<file path="config.mk">
export PLATFORM = sky130hd
export DESIGN_NAME = pe_feeder_flat
export DESIGN_NICKNAME = d
export VERILOG_FILES = /design/src/rtl/pe_feeder_if.sv /design/src/rtl/pe_feeder.sv /design/src/flat_wrapper.sv
export SDC_FILE = /design/constraint.sdc
export NUM_CORES = 1
export LEC_CHECK = 0
export CORE_MARGIN = 2
export CORE_UTILIZATION = 47
export CTS_BUF_LIST = sky130_fd_sc_hd__clkbuf_8
export DETAILED_ROUTE_END_ITERATION = 8
export PLACE_DENSITY = 0.9
export REMOVE_ABC_BUFFERS = 1
export SLEW_MARGIN = 30
export SYNTH_ARGS = -nofsm -noshare
export SYNTH_HDL_FRONTEND = slang
export SYNTH_SLANG_ARGS = --single-unit
</file>
<file path="constraint.sdc">
create_clock -name clock -period 12.2 [get_ports clock]
set_clock_uncertainty 0.2 [all_clocks]
set_input_delay 3.05 -clock clock [delete_from_list [all_inputs] [get_ports clock]]
set_output_delay 3.05 -clock clock [all_outputs]
set_load 0.02 [all_outputs]
</file>
<file path="src/rtl/pe_feeder_if.sv">
// PE feeder bus: layer-controller request, operand memories, PE lane and result.
interface pe_feeder_if #(
    parameter int unsigned ADDR_W = 10
);
    logic              start;
    logic [9:0]        length;
    logic [31:0]       bias;
    logic [ADDR_W-1:0] mem_addr;
    logic              mem_rd;
    logic [31:0]       w_rdata;
    logic [31:0]       x_rdata;
    logic              head;
    logic              valid;
    logic [31:0]       w;
    logic [31:0]       x;
    logic [31:0]       b;
    logic              done_flag;
    logic [31:0]       pe_out;
    logic [31:0]       result;
    logic              result_valid;
    logic              busy;
    logic              error;

    // Feeder side
    modport master (
        input  start, length, bias, w_rdata, x_rdata, done_flag, pe_out,
        output mem_addr, mem_rd, head, valid, w, x, b,
               result, result_valid, busy, error
    );

    // Environment side: controller, memories and PE
    modport slave (
        output start, length, bias, w_rdata, x_rdata, done_flag, pe_out,
        input  mem_addr, mem_rd, head, valid, w, x, b,
               result, result_valid, busy, error
    );
endinterface

</file>
<file path="src/rtl/pe_feeder.sv">
// Sequencer feeding one PE MAC lane: header beat, weight/input stream, result capture.
module pe_feeder #(
    parameter int unsigned N_MAX   = 784,
    parameter int unsigned ADDR_W  = 10,
    parameter int unsigned TIMEOUT = 1023
) (
    input logic         clock,
    input logic         reset,
    pe_feeder_if.master bus
);
    localparam int unsigned LEN_W  = 10;
    localparam int unsigned DATA_W = 32;
    localparam int unsigned TMO_W  = 10;

    typedef enum logic [2:0] {IDLE, HEADER, STREAM, WAIT, DONE} state_e;

    state_e              state_q, state_d;
    logic [LEN_W-1:0]    len_q, len_d;
    logic [LEN_W-1:0]    idx_q, idx_d;
    logic [LEN_W-1:0]    beat_q, beat_d;
    logic [TMO_W-1:0]    tmo_q, tmo_d;
    logic [DATA_W-1:0]   b_q, b_d;
    logic [DATA_W-1:0]   x_q, x_d;
    logic [DATA_W-1:0]   result_q, result_d;
    logic [ADDR_W-1:0]   mem_addr_q, mem_addr_d;
    logic                head_q, head_d;
    logic                valid_q, valid_d;
    logic                mem_rd_q, mem_rd_d;
    logic                result_valid_q, result_valid_d;
    logic                busy_q, busy_d;
    logic                error_q, error_d;
    logic                start_ok_c;
    logic                rd_more_c;

    assign start_ok_c = (bus.length != '0) && (bus.length <= LEN_W'(N_MAX));
    assign rd_more_c  = (idx_q < len_q);

    // State and output registers
    always_ff @(posedge clock or posedge reset) begin
        if (reset) begin
            state_q        <= IDLE;
            len_q          <= '0;
            idx_q          <= '0;
            beat_q         <= '0;
            tmo_q          <= '0;
            b_q            <= '0;
            x_q            <= '0;
            result_q       <= '0;
            mem_addr_q     <= '0;
            head_q         <= 1'b0;
            valid_q        <= 1'b0;
            mem_rd_q       <= 1'b0;
            result_valid_q <= 1'b0;
            busy_q         <= 1'b0;
            error_q        <= 1'b0;
        end else begin
            state_q        <= state_d;
            len_q          <= len_d;
            idx_q          <= idx_d;
            beat_q         <= beat_d;
            tmo_q          <= tmo_d;
            b_q            <= b_d;
            x_q            <= x_d;
            result_q       <= result_d;
            mem_addr_q     <= mem_addr_d;
            head_q         <= head_d;
            valid_q        <= valid_d;
            mem_rd_q       <= mem_rd_d;
            result_valid_q <= result_valid_d;
            busy_q         <= busy_d;
            error_q        <= error_d;
        end
    end

    // Next-state and next-output logic; outputs are computed for the state being entered
    always_comb begin
        state_d        = state_q;
        len_d          = len_q;
        idx_d          = idx_q;
        beat_d         = beat_q;
        tmo_d          = tmo_q;
        b_d            = b_q;
        x_d            = '0;
        result_d       = result_q;
        mem_addr_d     = mem_addr_q;
        head_d         = 1'b0;
        valid_d        = 1'b0;
        mem_rd_d       = 1'b0;
        result_valid_d = 1'b0;
        error_d        = 1'b0;

        unique case (state_q)
            IDLE: begin
                if (bus.start) begin
                    if (start_ok_c) begin
                        state_d    = HEADER;
                        len_d      = bus.length;
                        b_d        = bus.bias;
                        x_d        = DATA_W'(bus.length);
                        head_d     = 1'b1;
                        mem_rd_d   = 1'b1;
                        mem_addr_d = '0;
                        idx_d      = LEN_W'(1);
                    end else begin
                        error_d = 1'b1;
                    end
                end
            end
            HEADER: begin
                state_d = STREAM;
                valid_d = 1'b1;
                beat_d  = '0;
                if (rd_more_c) begin
                    mem_rd_d   = 1'b1;
                    mem_addr_d = ADDR_W'(idx_q);
                    idx_d      = idx_q + LEN_W'(1);
                end
            end
            STREAM: begin
                if (beat_q == len_q - LEN_W'(1)) begin
                    state_d = WAIT;
                    tmo_d   = '0;
                end else begin
                    valid_d = 1'b1;
                    beat_d  = beat_q + LEN_W'(1);
                    if (rd_more_c) begin
                        mem_rd_d   = 1'b1;
                        mem_addr_d = ADDR_W'(idx_q);
                        idx_d      = idx_q + LEN_W'(1);
                    end
                end
            end
            WAIT: begin
                if (bus.done_flag) begin
                    result_d       = bus.pe_out;
                    result_valid_d = 1'b1;
                    state_d        = DONE;
                end else if (tmo_q == TMO_W'(TIMEOUT - 1)) begin
                    error_d = 1'b1;
                    state_d = IDLE;
                end else begin
                    tmo_d = tmo_q + TMO_W'(1);
                end
            end
            DONE: begin
                state_d = IDLE;
            end
            default: begin
                state_d = IDLE;
            end
        endcase

        busy_d = (state_d != IDLE);
    end

    // Data beats pass the synchronous-read memory outputs straight through to the PE
    assign bus.w            = valid_q ? bus.w_rdata : '0;
    assign bus.x            = valid_q ? bus.x_rdata : x_q;
    assign bus.b            = b_q;
    assign bus.head         = head_q;
    assign bus.valid        = valid_q;
    assign bus.mem_rd       = mem_rd_q;
    assign bus.mem_addr     = mem_addr_q;
    assign bus.result       = result_q;
    assign bus.result_valid = result_valid_q;
    assign bus.busy         = busy_q;
    assign bus.error        = error_q;
endmodule
</file>
<file path="src/flat_wrapper.sv">
// flat-port wrapper written by rule: the top's interface ports become plain ports
module pe_feeder_flat 
#(
    parameter int unsigned N_MAX   = 784,
    parameter int unsigned ADDR_W  = 10,
    parameter int unsigned TIMEOUT = 1023
)
  (clock, reset, bus_start, bus_length, bus_bias, bus_w_rdata, bus_x_rdata, bus_done_flag, bus_pe_out, bus_mem_addr, bus_mem_rd, bus_head, bus_valid, bus_w, bus_x, bus_b, bus_result, bus_result_valid, bus_busy, bus_error);
  pe_feeder_if #(.ADDR_W(ADDR_W)) bus_i ();
  input logic clock;
  input logic reset;
  input wire logic [$bits(bus_i.start)-1:0] bus_start;
  input wire logic [$bits(bus_i.length)-1:0] bus_length;
  input wire logic [$bits(bus_i.bias)-1:0] bus_bias;
  input wire logic [$bits(bus_i.w_rdata)-1:0] bus_w_rdata;
  input wire logic [$bits(bus_i.x_rdata)-1:0] bus_x_rdata;
  input wire logic [$bits(bus_i.done_flag)-1:0] bus_done_flag;
  input wire logic [$bits(bus_i.pe_out)-1:0] bus_pe_out;
  output wire logic [$bits(bus_i.mem_addr)-1:0] bus_mem_addr;
  output wire logic [$bits(bus_i.mem_rd)-1:0] bus_mem_rd;
  output wire logic [$bits(bus_i.head)-1:0] bus_head;
  output wire logic [$bits(bus_i.valid)-1:0] bus_valid;
  output wire logic [$bits(bus_i.w)-1:0] bus_w;
  output wire logic [$bits(bus_i.x)-1:0] bus_x;
  output wire logic [$bits(bus_i.b)-1:0] bus_b;
  output wire logic [$bits(bus_i.result)-1:0] bus_result;
  output wire logic [$bits(bus_i.result_valid)-1:0] bus_result_valid;
  output wire logic [$bits(bus_i.busy)-1:0] bus_busy;
  output wire logic [$bits(bus_i.error)-1:0] bus_error;
  assign bus_i.start = bus_start;
  assign bus_i.length = bus_length;
  assign bus_i.bias = bus_bias;
  assign bus_i.w_rdata = bus_w_rdata;
  assign bus_i.x_rdata = bus_x_rdata;
  assign bus_i.done_flag = bus_done_flag;
  assign bus_i.pe_out = bus_pe_out;
  assign bus_mem_addr = bus_i.mem_addr;
  assign bus_mem_rd = bus_i.mem_rd;
  assign bus_head = bus_i.head;
  assign bus_valid = bus_i.valid;
  assign bus_w = bus_i.w;
  assign bus_x = bus_i.x;
  assign bus_b = bus_i.b;
  assign bus_result = bus_i.result;
  assign bus_result_valid = bus_i.result_valid;
  assign bus_busy = bus_i.busy;
  assign bus_error = bus_i.error;
  pe_feeder #(.N_MAX(N_MAX), .ADDR_W(ADDR_W), .TIMEOUT(TIMEOUT)) u_core (.clock(clock), .reset(reset), .bus(bus_i));
endmodule
</file>
**After elaboration in Yosys (flattened, before gate mapping)**

Index checks and enable logic that the tools add are counted.

- $add $sub $neg: 4
- $lt $le $gt $ge: 2
- Equality and inequality tests: 11
- Multiplexer cells: 42
- Reductions and logical operators: 12

Operators with widths:

| operator | number |
|---|---|
| 10-bit two-way mux | 13 |
| 32-bit two-way mux | 4 |
| 10-bit one-hot mux with 3 select lines | 2 |
| 10-bit one-hot mux with 2 select lines | 2 |
| 10-bit by 1-bit adder with 10-bit output, second input constant | 3 |
| 3-bit two-way mux | 5 |
| 1-bit two-way mux | 12 |
| 3-bit one-hot mux with 4 select lines | 1 |
| 10-bit == test | 1 |
| 10-bit == test, second input constant | 1 |
| 10-bit <= comparator, second input constant | 1 |
| 10-bit less-than comparator | 1 |
| 10-bit nonzero test | 1 |
| 10-bit by 1-bit subtractor with 10-bit output, second input constant | 1 |
| 2-bit != test, second input constant | 4 |
| 4-bit AND reduction | 2 |
| 3-bit by 2-bit == test with 1-bit output, second input constant | 2 |
| 3-bit nonzero test | 2 |
| 2-bit by 1-bit != test with 1-bit output, second input constant | 2 |
| 1-bit one-hot mux with 2 select lines | 2 |
| 2-bit AND reduction | 2 |
| 2-bit nonzero test | 2 |
| 3-bit by 1-bit == test with 1-bit output, second input constant | 1 |
| 3-bit zero test | 1 |
| 3 further kinds | 3 |

- Bits in registers: 155
- Input port bits: 142
- Output and inout bits: 144
- Logic and storage cells: 86

**Longest topological paths before layout**

Gate-level depths: netlist of the first run.

- Depth after elaboration: 6
- Mapped depth: 11
- Gate-level depth less buffers: 9

**Least setup slack after synthesis of the first run**

No wires, ideal clock.

- Path kind: input port to output port
- Start point: input port bus_x_rdata[0]
- End point: output port bus_x[0]
- Arrival time: 3.355 ns
- Required time: 8.950 ns
- Setup slack: 5.595 ns
- Stages: 1
- Path buffers: 0
- Path through: mux2_2

- Word-level cells in the longest chain between the ends: 1

Ends and longest elaborated chain:

| item | line | text |
|---|---|---|
| from (decl) | flat_wrapper.sv:16 | `input wire logic [$bits(bus_i.x_rdata)-1:0] bus_x_rdata;` |
| 32-bit two-way mux | pe_feeder.sv:158 | `assign bus.x = valid_q ? bus.x_rdata : x_q;` |
| to (decl) | flat_wrapper.sv:24 | `output wire logic [$bits(bus_i.x)-1:0] bus_x;` |

Every way passes these cells.

**Worst setup path in the final report of the first run**

- Start point: input port bus_w_rdata[24]
- End point: output port bus_w[24]

- Word-level cells in the longest chain between the ends: 1

Ends and longest elaborated chain:

| item | line | text |
|---|---|---|
| from (decl) | flat_wrapper.sv:15 | `input wire logic [$bits(bus_i.w_rdata)-1:0] bus_w_rdata;` |
| 32-bit two-way mux | pe_feeder.sv:157 | `assign bus.w = valid_q ? bus.w_rdata : '0;` |
| to (decl) | flat_wrapper.sv:23 | `output wire logic [$bits(bus_i.w)-1:0] bus_w;` |

Every way passes these cells.

==> results of run 1 <==
==> kinds of logic after synthesis <==
family                     count (synthesis)
xor gates and xnor gates                  17
AOI/OAI and AO/OA                         83
and+or+nand+nor                          363
DFF                                      133
adders and majority gates                 14
muxes                                     14
buffers and inverters                     55
==> state kept, by name, summed over array words and instances, names as in the netlist <==
name / cells
u_core.bus.head: 1
u_core.bus.busy: 1
u_core.bus.error: 1
u_core.beat_q: 10
u_core.bus.mem_rd: 1
u_core.bus.result_valid: 1
u_core.bus.result: 32
u_core.tmo_q: 10
u_core.x_q: 10
u_core.state_q: 3
u_core.bus.b: 32
u_core.bus.valid: 1
u_core.idx_q: 10
u_core.bus.mem_addr: 10
u_core.len_q: 10
==> cell type report <==
class	count	area, sq um
fill	918	3560
sequential	133	3330
timing repair buffer	291	2910
multi-input combinational	491	2830
clock buffer	20	275
tap	176	220
inverter	23	88.8
clock inverter	11	86.3
==> critical path, stage by stage <==
cell             delay, ps
clkdlybuf4s50_1        450
and2_1                 150
clkdlybuf4s50_1        610
==> metal layers <==
layer | GRT usage, % | up-vias | routed length (microns)
li1 | - | 2809 | -
met1 | 29.7 | 2854 | 6990
met2 | 46.4 | 233 | 9500
met3 | 11.2 | 26 | 2040
met4 | 8.87 | 0 | 380
met5 | 0 | - | 0
==> cell usage in the layout (no fill, tap or decap), types with 2 or more instances in the layout <==
cell type	netlist	final
dfrtp_1	133	133
o2111ai_1	2	2
clkinv_2	0	5
or2_2	3	3
o31ai_1	4	4
nor2_1	17	17
nor3b_1	2	2
nand3_1	11	11
and3_1	16	16
mux2_2	12	12
a21oi_1	18	18
o21a_1	3	3
xor2_1	12	12
and2_1	55	55
nand4_1	11	11
o211ai_1	3	3
buf_4	0	5
xnor2_1	5	5
clkinvlp_4	0	2
or3_1	13	13
nor2b_1	2	2
nand2_1	212	212
a22o_1	11	11
inv_1	22	22
o21ai_0	6	6
clkdlybuf4s50_1	0	285
o21ai_1	11	11
or4_1	4	4
nor4_4	2	2
a211oi_1	4	4
a21o_1	11	11
nand2b_1	2	2
nor3_1	5	5
inv_2	1	2
ha_1	14	14
clkbuf_8	0	20
==> cell usage after synthesis (2+ instances only) <==
cell type	instances
o211ai_1	3
o21ai_1	11
clkbuf_1	20
or3_1	13
ha_1	14
xnor2_1	5
buf_1	2
o21ai_0	6
a21oi_1	18
and2_1	55
a211oi_1	4
nand3_1	11
inv_1	22
nor3b_1	2
buf_6	4
a21o_1	11
and3_1	16
or4_1	4
a22o_1	11
or2_2	3
nand2_1	212
nor2_1	17
nand2b_1	2
buf_2	5
o21a_1	3
nor2b_1	2
nor4_4	2
nand4_1	11
o2111ai_1	2
nor3_1	5
o31ai_1	4
xor2_1	12
mux2_2	12
dfrtp_1	133
==> worst paths after layout <==
path	startpoint	end	slack, ps	cells past startpoint
max	bus_w_rdata[24]	bus_w[24]	4690	3
min	u_core.bus.b[9]$_DFFE_PP0P_	u_core.bus.b[9]$_DFFE_PP0P_	280	2
min reg2reg	u_core.bus.b[9]$_DFFE_PP0P_	u_core.bus.b[9]$_DFFE_PP0P_	280	2
max reg2reg	u_core.len_q[0]$_DFFE_PP0P_	u_core.bus.mem_addr[1]$_DFFE_PP0P_	8990	9
min in group asynchronous	reset	u_core.bus.b[16]$_DFFE_PP0P_	2890	2
max in group asynchronous	reset	u_core.tmo_q[6]$_DFFE_PP0P_	7720	4
==> power breakdown <==
part / switching [uW] / internal [uW] / total, uW
Clock: 168 / 173 / 341
Sequential: 126 / 593 / 718
Combinational: 640 / 538 / 1180
==> metrics by stage <==
stage / total power, uW / std cells
after detailed placement: 1910 / 1113
after floorplan: 1350 / 647
after global placement: 1870 / 1113
after global routing: 2390 / 1145
after CTS: 2250 / 1144
final: 2240 / 1145
==> summary.md, run 1 <==
| Metric | Value |
|---|---|
| Status | complete, no violations |
| Ys Warns | 0 |
| Core ar. | ~13000 sq um |
| WS Path Type | in -> out |
| Die X | about 120 microns |
| Layout area overhead | 52.1% |
| Setup TNS | 0 ps |
| Top-area cell type share of the netlist area | approximately 52% |
| TritonCTS Buffers | 17 |
| Nets | 1113 |
| Remaining routing DRC violations | 0 |
| CP Capture Type | output pin |
| Mux contribution to synthesized area | 2.44% |
| Hold Vio Cnt, Final | 0 |
| Simple-gate share of the synthesized area | 27.1% |
| XOR/XNOR share of the synthesized area | between 2 and 2.5% |
| Arr. time, crit path | ~4300 ps |
| Post-CTS Setup Repair Bufs | 0 |
| Vias per cell | between 5 and 6 |
| Syn_area_per_cell | approximately 9.4 sq um |
| Cells after synthesis | between 600 and 700 |
| Required @ worst endpoint | ~9000 ps |
| Worst slew margin | 40.0% |
| First-pass GRT wire length | 30.2 mm |
| Via count | 5922 |
| Area of the die | 14600 sq um |
| Top-level port count | around 290 |
| Tmin final | about 7500 ps |
| Initial antenna violation count | 0 |
| CTS clock-pin slew for the worst setup and hold paths | 70 ps |
| CTS tree | built |
| Synth unique cells | 56 |
| Place WS | between 4000 and 5000 ps |
| Antenna Cells | 0 |
| LEAKAGE | approximately 0.0045 uW |
| Yosys top cell by area | dfrtp_1 |
| Layout cells sized above 1 | 6.40% |
| Vias in the first global route | ~6000 |
| # port buffers | 285 |
| Synth top area cells | dfrtp_1 (52%), nand2_1 (12%), and2_1 (5.4%) |
| Slew Viols, Final | 0 |
| Cell row count | 42 |
| Worst Tran Pin Value | between 800 and 900 ps |
| Hold Worst Slack | roughly 280 ps |
| Final Cell Area | just under 10000 sq um |
| Peak VDD IR | 0.000145 V |
| Hold-fix buffers, CTS | 0 |
| Fraction of registers with async set/reset | 100% |
| Period utilization | roughly three fifths |
| Hpwl dp | ~14 mm |
| Startpoint types | input port |
| DR iter-0 viols | 308 |
| RSZ-0062 raised after global routing | no |
| Largest net degree at the start of global routing | 70 |
| F_max | 133 MHz |
| Total wire length | 18.9 mm |
| FF+latch count, synth | about 130 |
| DR WL/cell | around 17 microns |
| Most common flop cell mapped by yosys | dfrtp_1 |
| P per Cell Area | ~230 nW/um^2 |
| Total grt overflow | 0 |
| Sequential area share after synthesis | slightly above 50% |
| First-pass DRT Iterations | 5 |
| Synth Area in Adders | between 2 and 3% |
| All-Layer GR Usage | around 27% |
| Largest family of logic cells by synthesized area | simple AND/OR/NAND/NOR gates |
| Initial core utilization | slightly below 50% |
| Post-cts sizing count | 0 |
| RD Place Congestion | 0.845 |
| Final core occ | around 73% |
| Compound-Gate Fraction of Synth Area | around a tenth |
| Max-Cap Viols | 0 |
| Worst Path Max Fanout | 1 |
| Mapped Area | 6400 sq um |
| Clock Tree Root | clkbuf_8 |
| Clk sinks | between 100 and 150 |
| Placed cell areas | ~9400 sq um |
| Post-synth EDFFs | 0 |
| Final WS setup | roughly 4700 ps |
| Worst min path class | reg -> reg |
| H-tree levels | 4 |
| DIE HEIGHT | ~120 microns |
| Detail Route Antenna Nets | 0 |
| Clock Tree Buf Depth | 2 |
| Final-report setup violation count | 0 |
| Clk_lat worst skew | between 400 and 500 ps |
(Power assumes the default switching activity.)
==> run 2, diff against run 1 <==
--- a/config.mk
+++ b/config.mk
@@ -6,10 +6,10 @@
 export NUM_CORES = 1
 export LEC_CHECK = 0
 export CORE_MARGIN = 2
-export CORE_UTILIZATION = 47
+export CORE_UTILIZATION = 39
 export CTS_BUF_LIST = sky130_fd_sc_hd__clkbuf_8
 export DETAILED_ROUTE_END_ITERATION = 8
-export PLACE_DENSITY = 0.9
+export PLACE_DENSITY = 0.8
 export REMOVE_ABC_BUFFERS = 1
 export SLEW_MARGIN = 30
 export SYNTH_ARGS = -nofsm -noshare
==> constraint.sdc (replaced) <==
create_clock -name clock -period 6.36 [get_ports clock]
set_clock_uncertainty 0.2 [all_clocks]
set_input_delay 1.59 -clock clock [delete_from_list [all_inputs] [get_ports clock]]
set_output_delay 1.59 -clock clock [all_outputs]
set_load 0.02 [all_outputs]
==> run 2 against run 1 <==
Effect of this change:
- routed wire length decreased by 1.6%
- total power up 91%
- sequential power is 92% higher
- critical path type is now in -> reg
- critical endpoint is now u_core.bus.mem_addr[6]$_DFFE_PP0P_
- first-iteration DRC count unchanged
- utilization is 12 points lower
- clock power up 97%
==> summary.md, run 2 (synthesized netlist as in run 1, its figures left out) <==
| Metric | Value |
|---|---|
| Arr. time, crit path | 4820 ps (+560 ps) |
| Vias per cell | 4.88 (-5.7%) |
| All-Layer GR Usage | 21.8% (-5.0 points) |
| WS Path Type | in -> reg |
| DR iter-0 viols | 308 (unchanged) |
| Vias in the first global route | 5636 (-5.7%) |
| Total grt overflow | 0 (unchanged) |
| Core ar. | 15900 sq um (+20%) |
| Required @ worst endpoint | 6500 ps (-2450 ps) |
| Nets | 1112 (-0.090%) |
| CTS tree | built |
| Largest net degree at the start of global routing | 66 (-5.7%) |
| Post-cts sizing count | 0 (unchanged) |
| RD Place Congestion | 0.813 (-3.8%) |
| Detail Route Antenna Nets | 0 (unchanged) |
| Hold-fix buffers, CTS | 0 (unchanged) |
| P per Cell Area | 436 nW/um^2 (+90%) |
| Tmin final | approximately 4700 ps |
| Initial antenna violation count | 0 (unchanged) |
| Status | complete, no violations |
| Layout cells sized above 1 | 6.60% (+0.21 points) |
| First-pass GRT wire length | 30.0 mm (-0.64%) |
| H-tree levels | 4 (unchanged) |
| Final-report setup violation count | 0 (unchanged) |
| Most frequent cells in the layout | clkdlybuf4s50_1 (285), nand2_1 (211), dfrtp_1 (133), and2_1 (55), inv_1 (21) |
| Fillers | 1376 (+50%) |
| Die X | 132 microns (+9.5%) |
| Clock Tree Buf Depth | 2 (unchanged) |
| Remaining routing DRC violations | 0 (unchanged) |
| RSZ-0062 raised after global routing | no |
| TritonCTS Buffers | 17 (unchanged) |
| Max-Cap Viols | 0 (unchanged) |
| Placed cell areas | 9410 sq um (+0.56%) |
| Via count | 5777 (-2.4%) |
| Initial core utilization | 40.2% (-8.0 points) |
| Worst slew margin | 41.0% (+1.1 points) |
| Post-CTS Setup Repair Bufs | 0 (unchanged) |
| Setup TNS | 0 ps (unchanged) |
| Total wire length | 18.6 mm (-1.6%) |
| Hpwl dp | 14.0 mm (-1.8%) |
| Layout area overhead | 53.0% |
| Hold Worst Slack | 276 ps (+0.327 ps) |
| CTS clock-pin slew for the worst setup and hold paths | 80 ps (about the same) |
| F_max | 213 MHz |
| Startpoint types | input port |
| LEAKAGE | 0.00451 uW (-0.53%) |
| First-pass DRT Iterations | 4 (-1) |
| DIE HEIGHT | 132 microns (+9.5%) |
| DR WL/cell | 15.7 microns (-5.0%) |
| Clock Tree Root | clkbuf_8 |
| Placed insts | 1153 (+3.6%) |
| Cell row count | 46 (+9.5%) |
| Commonest non-fill, non-tap cell in the layout | clkdlybuf4s50_1 |
| # port buffers | 285 (unchanged) |
| Hold Vio Cnt, Final | 0 (unchanged) |
| Final non-filler cell total | 1185 (+3.5%) |
| Area of the die | 17500 sq um (+20%) |
| Antenna Cells | 0 (unchanged) |
| CP Capture Type | flop |
| Top-level port count | 286 (unchanged) |
| Slew Viols, Final | 0 (unchanged) |
| Clk sinks | 133 (unchanged) |
| Worst Path Max Fanout | 39 (+38) |
| Peak VDD IR | 0.000280 V (+93%) |
| Period utilization | between 70% and 80% |
| Worst min path class | reg -> reg |
| Final Cell Area | 9790 sq um (+0.54%) |
| Clk_lat worst skew | 450 ps (about the same) |
| Worst Tran Pin Value | 879 ps (-19.4 ps) |
[run 2: final timing paths]
check	slack [ps]	cells past startpoint	from	end
min	280	2	u_core.bus.result[30]$_DFFE_PP0P_	u_core.bus.result[30]$_DFFE_PP0P_
min reg2reg	280	2	u_core.bus.result[30]$_DFFE_PP0P_	u_core.bus.result[30]$_DFFE_PP0P_
min in group asynchronous	1370	2	reset	u_core.bus.b[12]$_DFFE_PP0P_
max in group asynchronous	3500	3	reset	u_core.bus.result[30]$_DFFE_PP0P_
max	1670	8	bus_length[0]	u_core.bus.mem_addr[6]$_DFFE_PP0P_
max reg2reg	3160	9	u_core.len_q[0]$_DFFE_PP0P_	u_core.bus.mem_addr[6]$_DFFE_PP0P_
[run 2: per-layer routing]
layer	track usage [%]	vias up	share of wire [%]
li1	-	2805	-
met1	25.6	2703	40
met2	36.3	251	48
met3	9.11	18	11
met4	6.70	0	1.5
met5	0	-	0
[run 2: power breakdown]
group          switching, uW  internal [uW]
clock network            351            321
registers                240           1140
logic                   1190           1030
total                   1780           2490
[run 2: final cells by class]
| cell class | instances | area [sq um] | area share [%] |
|---|---|---|---|
| Sequential cell | 133 | 3330 | 34.0 |
| Tap cell | 216 | 270 | 2.76 |
| Inverter | 23 | 88.8 | 0.907 |
| Multi-Input combinational cell | 491 | 2840 | 29.0 |
| Timing Repair Buffer | 290 | 2890 | 29.5 |
| Clock inverter | 14 | 129 | 1.32 |
| Clock buffer | 18 | 248 | 2.53 |
[run 2: per-stage QoR]
step / setup slack [ps] / utilization [%] / total power, uW
2_1_floorplan: 1020 / - / 2600
3_3_place_gp: 1250 / 59.0 / 3580
3_5_place_dp: 1220 / 59.0 / 3620
4_1_cts: 1710 / 61.4 / 4310
5_1_grt: 1500 / 61.4 / 4560
6_report: 1670 / 61.4 / 4270
[run 2: worst max-delay path, stage by stage]
cell and delay, ps:
clkdlybuf4s50_1 430, or4_1 550, a2111o_1 420, a32oi_1 580, nand2_2 140, inv_2 530, o21bai_2 310, a22o_1 270
==> run 3, diff against run 2 <==
==> constraint.sdc (replaced) <==
create_clock -name clock -period 3.9 [get_ports clock]
set_clock_uncertainty 0.2 [all_clocks]
set_input_delay 0.975 -clock clock [delete_from_list [all_inputs] [get_ports clock]]
set_output_delay 0.975 -clock clock [all_outputs]
set_load 0.02 [all_outputs]
==> run 3 against run 2 <==
Effect of this change:
- routed wire length is 3.1% higher
- clock-buffer cell count stayed put
- global-route usage increased by 0.28 points
- register-to-register slack got worse by 2300 ps
- hold slack gained 0.52 ps
- worst setup slack got worse by 1200 ps
- via count grew 1.4%
- critical path depth shrank 5
- final cell count is 0.17% higher
- non-clock buffer count increased by 4
- largest cell class unchanged
==> summary.md, run 3 (synthesized netlist as in run 1, its figures left out) <==
| Metric | Value |
|---|---|
| Sequential cell area | 3330 sq um (unchanged) |
| Peak VDD IR | 0.000425 V (+51%) |
| Worst Tran Pin Value | 681 ps (-198 ps) |
| Layout area overhead | 54.8% |
| Worst Path Max Fanout | 1 (-97%) |
| Clk_lat worst skew | 450 ps (about the same) |
| Final non-filler cell total | 1187 (+0.17%) |
| Hold Vio Cnt, Final | 0 (unchanged) |
| Total wire length | 19.2 mm (+3.1%) |
| Layout cells sized above 1 | 6.90% (+0.30 points) |
| Via count | 5858 (+1.4%) |
| Placed insts | 1157 (+0.35%) |
| Final-report setup violation count | 0 (unchanged) |
| Status | complete, no violations |
| Multi-input gate area | 2840 sq um (unchanged) |
| F_max | around 300 MHz |
| Core ar. | 15900 sq um (unchanged) |
| # port buffers | 285 (unchanged) |
| Setup TNS | 0 ps (unchanged) |
| Final Power | 7230 uW (+69%) |
| Reg2reg end | u_core.tmo_q[1]$_DFFE_PP0P_ |
| Initial antenna violation count | 0 (unchanged) |
| Post-CTS Setup Repair Bufs | 0 (unchanged) |
| Initial core utilization | 40.2% (unchanged) |
| Remaining routing DRC violations | 0 (unchanged) |
| Worst slew margin | 54.6% (+14 points) |
| Clk sinks | 133 (unchanged) |
| Fillers | 1321 (-4.0%) |
| First-pass DRT Iterations | 5 (+1) |
| CTS tree | built |
| LEAKAGE | 0.00458 uW (+1.6%) |
| CTS clock-pin slew for the worst setup and hold paths | 70 ps (about the same) |
| Startpoint types | input port |
| CP endpoint | bus_x[0] |
| Commonest non-fill, non-tap cell in the layout | clkdlybuf4s50_1 |
| Die X | 132 microns (unchanged) |
| All-Layer GR Usage | 22.1% (+0.28 points) |
| WS Path Type | in -> out |
| Tmin final | 3380 ps |
| Clock Tree Buf Depth | 2 (unchanged) |
| Detail Route Antenna Nets | 0 (unchanged) |
| TritonCTS Buffers | 17 (unchanged) |
| P per Cell Area | 730 nW/um^2 (+67%) |
| Vias per cell | 4.94 (+1.2%) |
| DR iter-0 viols | 349 (+13%) |
| Slew Viols, Final | 0 (unchanged) |
| Critical path origin | bus_x_rdata[0] |
| RD Place Congestion | 0.812 (-0.12%) |
| Final core occ | 62.1% (+0.74 points) |
| Vias in the first global route | 5795 (+2.8%) |
| Total grt overflow | 0 (unchanged) |
| Clock Tree Root | clkbuf_8 |
| H-tree levels | 4 (unchanged) |
| Antenna Cells | 0 (unchanged) |
| Reg-to-reg startpoint | u_core.len_q[2]$_DFFE_PP0P_ |
| DIE HEIGHT | 132 microns (unchanged) |
| First-pass GRT wire length | 30.6 mm (+1.7%) |
| Post-cts sizing count | 0 (unchanged) |
| R2R cell count | 8 (-1) |
| RSZ-0062 raised after global routing | no |
| Area of the die | 17500 sq um (unchanged) |
| Required @ worst endpoint | 2720 ps (-3780 ps) |
| Largest net degree at the start of global routing | 73 (+11%) |
| Flop2flop setup slack | 900 ps (-2260 ps) |
| Hpwl dp | 14.2 mm (+1.5%) |
| Cell row count | 46 (unchanged) |
| Nets | 1116 (+0.36%) |
| Worst min path class | reg -> reg |
| Max-Cap Viols | 0 (unchanged) |
| Top-level port count | 286 (unchanged) |
| Arr. time, crit path | 2200 ps (-2620 ps) |
| DR WL/cell | 16.1 microns (+2.9%) |
| Period utilization | a little under 90% |
| Hold-fix buffers, CTS | 0 (unchanged) |
| Most frequent cells in the layout | clkdlybuf4s50_1 (285), nand2_1 (211), dfrtp_1 (133), and2_1 (55), inv_1 (21) |
| CP Capture Type | output pin |
| Hold Worst Slack | 276 ps (+0.517 ps) |
run 3: cell count changes in the layout (fill, tap and decap cells not counted):
cell        before  now
bufinv_16        1    5
buf_4            5    8
clkinvlp_4       5    3
inv_6            3    1
buf_12           0    1
clkinv_1         1    0
clkinv_4         3    2
run 3: metrics by stage:
step,cell area [sq um],setup WS (ps)
floorplan,6240,-829
global placement,9450,303
detailed placement,9450,233
CTS,9900,523
global route,9910,486
finish,9910,523
run 3: layout make-up:
cell class	instances	area share, %
clock buffers	18	2.50
clock inverters	12	2.06
inverters	23	0.897
multi-input cells	491	28.6
flip-flops and latches	133	33.6
well taps	216	2.73
repair buffers	294	29.6
run 3: worst max-delay path, stage by stage:
cell,delay [ps]
clkdlybuf4s50_1,400
mux2_2,270
clkdlybuf4s50_1,550
run 3: metal layers:
layer  vias to the layer above  wire length, microns  global-route usage (%)
li1                       2818                     -                       -
met1                      2757                  7730                    25.9
met2                       264                  9250                    37.5
met3                        19                  1930                    9.07
met4                         0                   244                    5.68
met5                         -                     0                       0
run 3: worst min-delay path by stage:
stage | endpoint | cells past startpoint | startpoint
floorplan | u_core.len_q[9]$_DFFE_PP0P_ | 1 | u_core.len_q[9]$_DFFE_PP0P_
global placement | u_core.bus.result[15]$_DFFE_PP0P_ | 2 | u_core.bus.result[15]$_DFFE_PP0P_
detailed placement | u_core.bus.b[1]$_DFFE_PP0P_ | 2 | u_core.bus.b[1]$_DFFE_PP0P_
CTS | u_core.bus.b[1]$_DFFE_PP0P_ | 2 | u_core.bus.b[1]$_DFFE_PP0P_
global route | u_core.bus.b[14]$_DFFE_PP0P_ | 2 | u_core.bus.b[14]$_DFFE_PP0P_
finish | u_core.bus.result[8]$_DFFE_PP0P_ | 2 | u_core.bus.result[8]$_DFFE_PP0P_
run 3: power by group:
part	leakage, uW	switching (uW)	internal, uW
sequential	0.00172	396	1850
combinational	0.00264	1970	1690
clock	0.000217	553	773
